`config.mk`:
```
export PLATFORM = sky130hd
export DESIGN_NAME = savomax_sync_gen
export DESIGN_NICKNAME = d
export VERILOG_FILES = /design/src/rtl/savomax_sync_gen.sv
export SDC_FILE = /design/constraint.sdc
export NUM_CORES = 1
export LEC_CHECK = 0
export ABC_AREA = 1
export BUFFER_PORTS_ARGS = -buffer_cell sky130_fd_sc_hd__buf_2
export CORE_MARGIN = 3
export CORE_UTILIZATION = 25
export CTS_BUF_LIST = sky130_fd_sc_hd__clkbuf_16
export CTS_CLUSTER_SIZE = 12
export DETAILED_ROUTE_END_ITERATION = 10
export GPL_TIMING_DRIVEN = 1
export PLACE_DENSITY = 0.37
export SYNTH_ARGS = -nofsm -noshare
export SYNTH_HDL_FRONTEND = slang
export SYNTH_SLANG_ARGS = --single-unit
```
`constraint.sdc`:
```
create_clock -name clk_in -period 2.7 [get_ports clk_in]
set_input_delay 0.54 -clock clk_in [delete_from_list [all_inputs] [get_ports clk_in]]
set_output_delay 0.54 -clock clk_in [all_outputs]
set_load 0.01 [all_outputs]
```
`src/rtl/savomax_sync_gen.sv`:
```
// savomax_sync_gen: progressive PAL/NTSC HSYNC/VSYNC/CSYNC generator; format and enable
// changes take effect only at field boundaries, so no partial or short fields are produced.
module savomax_sync_gen #(
   parameter int CLK_FREQ    = 1_000_000,
   parameter int LINE_CLKS   = 64,
   parameter int HSYNC_CLKS  = 5,
   parameter int PAL_LINES   = 312,
   parameter int NTSC_LINES  = 262,
   parameter int VSYNC_LINES = 3
) (
   input  logic       clk_in,
   input  logic       rst_in,
   input  logic       enable_in,
   input  logic       format_sel_in,
   output logic       hsync_out,
   output logic       vsync_out,
   output logic       csync_out,
   output logic       field_start_out,
   output logic [2:0] format_out,
   output logic [9:0] line_out
);
   if (CLK_FREQ < 1 || LINE_CLKS < 8 || LINE_CLKS > 65535 || HSYNC_CLKS < 1 || HSYNC_CLKS >= LINE_CLKS ||
       VSYNC_LINES < 1 || VSYNC_LINES >= NTSC_LINES || PAL_LINES > 1023 || NTSC_LINES > 1023) begin : g_bad_params
      $error("savomax_sync_gen: illegal parameter set");
   end
   typedef enum logic {IDLE, ACTIVE} state_t;
   state_t      state;
   logic [15:0] h_cnt, h_nxt;
   logic [9:0]  v_cnt, v_nxt, field_lines;
   logic        h_last, boundary, start, run_nxt, hs_n, vs_n;
   always_comb begin
      h_last   = h_cnt == 16'(LINE_CLKS - 1);
      boundary = state == ACTIVE && h_last && v_cnt == field_lines - 10'd1;
      start    = state == IDLE ? enable_in : boundary && enable_in;
      run_nxt  = state == IDLE ? enable_in : !(boundary && !enable_in);
      h_nxt    = (state == IDLE || h_last) ? 16'd0 : h_cnt + 16'd1;
      v_nxt    = (state == IDLE || boundary) ? 10'd0 : h_last ? v_cnt + 10'd1 : v_cnt;
      hs_n     = !(run_nxt && h_nxt < 16'(HSYNC_CLKS));
      vs_n     = !(run_nxt && v_nxt < 10'(VSYNC_LINES));
   end
   // Outputs are computed from the next counter values so they align with the counters.
   always_ff @(posedge clk_in) begin
      if (rst_in) begin
         state           <= IDLE;
         h_cnt           <= '0;
         v_cnt           <= '0;
         field_lines     <= 10'(NTSC_LINES);
         hsync_out       <= 1'b1;
         vsync_out       <= 1'b1;
         csync_out       <= 1'b1;
         field_start_out <= 1'b0;
         format_out      <= 3'b000;
         line_out        <= '0;
      end else begin
         state           <= run_nxt ? ACTIVE : IDLE;
         h_cnt           <= h_nxt;
         v_cnt           <= v_nxt;
         if (start) field_lines <= format_sel_in ? 10'(PAL_LINES) : 10'(NTSC_LINES);
         hsync_out       <= hs_n;
         vsync_out       <= vs_n;
         csync_out       <= hs_n ~^ vs_n;
         field_start_out <= start;
         format_out      <= !run_nxt ? 3'b000 : start ? (format_sel_in ? 3'b100 : 3'b010) : format_out;
         line_out        <= v_nxt;
      end
   end
endmodule

```
==> summary.md <==
| Metric | Value |
|---|---|
| Status | completed |
| CP Data Required Time | 2.91 ns |
| Mux contribution to synthesized area | 0 |
| GRT Resource Usage Total | 0.130 |
| First-pass GRT wire length | 9.30 mm |
| Crit. End Element | register |
| Cts bufs inserted | 5 |
| Max frequency | 475 MHz |
| Placed Cells incl. Taps | 435 |
| Crit path time final | 2.11 ns |
| Seq pwr share | 0.464 |
| Clk pwr share | 0.484 |
| Cts repair resizes | 0 |
| I/O pin cnt | 21 |
| Layout area overhead | 16.4% |
| Pin count of the biggest net entering global routing | 22 |
| Netlist cell types | 31 |
| Buffers plus inverters on the worst setup path | 0 |
| RSZ-0062 raised after global routing | false |
| Hold_buf cts | 0 |
| Post-synth design cell area | 2050 sq um |
| Fin crit share | 0.780 |
| Total power | 1.14 mW |
| Filler instances | 916 |
| Most used cell along the critical path | nand2_1 |
| Switching power | 0.262 mW |
| Post-synthesis xor/xnor area fraction | 0.0342 |
| CTS H-tree depth | 2 |
| Die area | 9320 sq um |
| Fin util | 0.304 |
| Synth Warn # | 0 |
| Clock transition at the registers of the reported paths | 0.06 ns |
| Slowest stage delay, CP | 0.36 ns |
| Max-slew violation count | 0 |
| Mapped Cells | 318 |
| Number of setup violations in the final report | 0 |
| Setup repair bufs after CTS | 0 |
| Max FO, Critical Path | 14 |
| CP max-delay cell | dfxtp_1 |
| Largest area contributor in the netlist | dfxtp_1 |
| Syn Area/Cell | 6.44 sq um |
| Gp weighted congestion | 0.806 |
| Placeable core area | 7850 sq um |
| Yosys reg bits | 35 |
| Clock root buffer | clkbuf_16 |
| Dominant cells by area after synthesis | dfxtp_1 (34%), nand2_1 (17%), nor2_1 (9.2%) |
| Pwr dens | 479 nW/um^2 |
| DIE WIDTH | 96.5 um |
| TritonCTS clock tree | yes |
| Die H | 96.5 um |
| # rows | 32 |
| Vias | 1956 |
| Post-DR wirelength/cell | 11.9 um |
| Compound-cell area share of the yosys netlist | 0.0757 |
| Drt drc | 0 |
| Clk sink count | 35 |
| CTS Buffer Depth | 2 |
| CP Class | register to register |
| Total congestion overflow | 0 |
| Drt pass-1 iters | 4 |
| Final Hold Violating Endpoints | 0 |
| P_int | 0.881 mW |
| Peak VDD IR | 267 uV |
| Detailed placement HPWL | 4.16 mm |
| Yosys top cell area share | 0.342 |
| Ant diodes | 0 |
| Post-synthesis sequential area ratio | 0.342 |
| Detail Route Antenna Nets | 0 |
| Nets | 348 |
| CP top delay family | simple AND/OR/NAND/NOR gates |
| Switch share | 0.229 |
| Critical Path Start Type | register |
| Clk_skew | 0.00679 ns |
| Total of max-cap violations | 0 |
| Syn_nets | 326 |
| Starting DRT DRC Count | 35 |
| Hold/Removal Path Class | register to register |
| Pleak | 1.09 nW |
| Post-Synth Simple-Gate Area | 0.432 |
| Synth Area in Adders | 0.0244 |
| Vias in the first global route | 1965 |
| Initial antenna violation count | 0 |
| Port Buffer Count | 19 |
| Vias per cell | 4.42 |
| Fin cells | 443 |
| Latest clock arrival within the worst-skew pair | 0.28 ns |
| CP arrival | 2.32 ns |
| Initial core utilization | 0.261 |
| Setup total negative slack | 0 ns |
| Comb power frac | 0.052 |
| Min Hold Slack | 0.476 ns |
| Layout cells sized above 1 | 0.144 |
| Crit-path cells | ha_1, nand3_2, nor2_2, nand2_2, nand2_2, nor2_1, nand2_1, nand2_1, nor2_2, nand2_1, nor2_1, nand2_1, nand3_1 |
| Most frequent cells in the layout | nand2_1 (92), nor2_1 (50), inv_1 (40), dfxtp_1 (35), nand3_1 (31) |
| Largest family of logic cells by synthesized area | simple AND/OR/NAND/NOR gates |
| Most common cell after layout, fill and taps aside | nand2_1 |
| Total routed wirelength | 5.26 mm |
[routing by layer]
| metal | global-route usage | wire (um) |
|---|---|---|
| met1 | 0.157 | 2360 |
| met2 | 0.232 | 2730 |
| met3 | 0.0263 | 106 |
| met4 | 0.0350 | 65 |
| met5 | 0 | 0 |
[Yosys cell counts]
library cell,count
nand3_1,31
o21bai_1,1
nor2_4,2
ha_1,4
a21oi_1,2
or2_1,1
o21ai_0,12
nor3_1,6
buf_4,1
buf_6,1
nand2_1,92
nand4_1,3
nor2_1,50
dfxtp_1,35
nand2_2,4
o21ai_1,1
nor2_2,6
inv_2,2
clkbuf_1,2
nand3b_1,1
nand3_2,3
nor2_8,1
a21oi_2,2
a21o_1,2
o21ai_4,1
o21ai_2,1
xnor2_1,1
xor2_1,7
inv_1,40
o211ai_1,2
conb_1,1
[worst paths after layout]
kind | depth (start not counted) | end | slack (ns) | from
max | 13 | csync_out$_SDFF_PP1_ | 0.59 | h_cnt[0]$_SDFF_PP0_
min | 2 | format_out[1]$_SDFFE_PP0P_ | 0.48 | format_out[1]$_SDFFE_PP0P_
min reg2reg | 2 | format_out[1]$_SDFFE_PP0P_ | 0.48 | format_out[1]$_SDFFE_PP0P_
max reg2reg | 13 | csync_out$_SDFF_PP1_ | 0.59 | h_cnt[0]$_SDFF_PP0_
[through the flow]
| stage | setup WS [ns] | cell area [sq um] |
|---|---|---|
| 6_report | 0.594 | 2390 |
| 5_1_grt | 0.283 | 2390 |
| 4_1_cts | 0.571 | 2390 |
| 3_5_place_dp | 0.588 | 2250 |
| 3_3_place_gp | 0.619 | 2250 |
| 2_1_floorplan | 0.951 | 2050 |
[registers in the layout (all words and copies together) (netlist names)]
name             flops
field_start_out      1
vsync_out            1
v_cnt               10
state                1
hsync_out            1
h_cnt               16
field_lines          2
format_out           2
csync_out            1
[tightest hold or removal path, stage by stage, from the launching register on]
cell,delay (ns)
dfxtp_1,0.30
nand2_1,0.08
a21oi_2,0.05
[power by group through the flow]
stage	logic [mW]	registers, mW	clock network (mW)
after floorplan	0.0404	0.543	0
after global placement	0.0618	0.542	0
after detailed placement	0.0613	0.542	0
after CTS	0.0615	0.530	0.573
after global routing	0.0695	0.531	0.593
final	0.0596	0.530	0.553
[logic make-up (layout without fill, tap and decap cells)]
kind of cell / count (synthesis) / after routing
buf+inv: 46 / 69
fa+ha+maj: 4 / 4
simple gates: 200 / 200
compound gates: 24 / 24
flops: 35 / 35
xor+xnor: 8 / 8
other cells: 1 / 1
[layout make-up]
cell class / count / area, sq um / area share
Clock buffer: 5 / 125 / 0.0524
Clock inverter: 3 / 15.0 / 0.00629
Inverter: 42 / 158 / 0.0661
Multi-Input combinational cell: 237 / 1160 / 0.488
Sequential cell: 35 / 701 / 0.294
Tap cell: 102 / 128 / 0.0535
Timing Repair Buffer: 19 / 95.1 / 0.0399
Power figures use the tool's default switching activity.
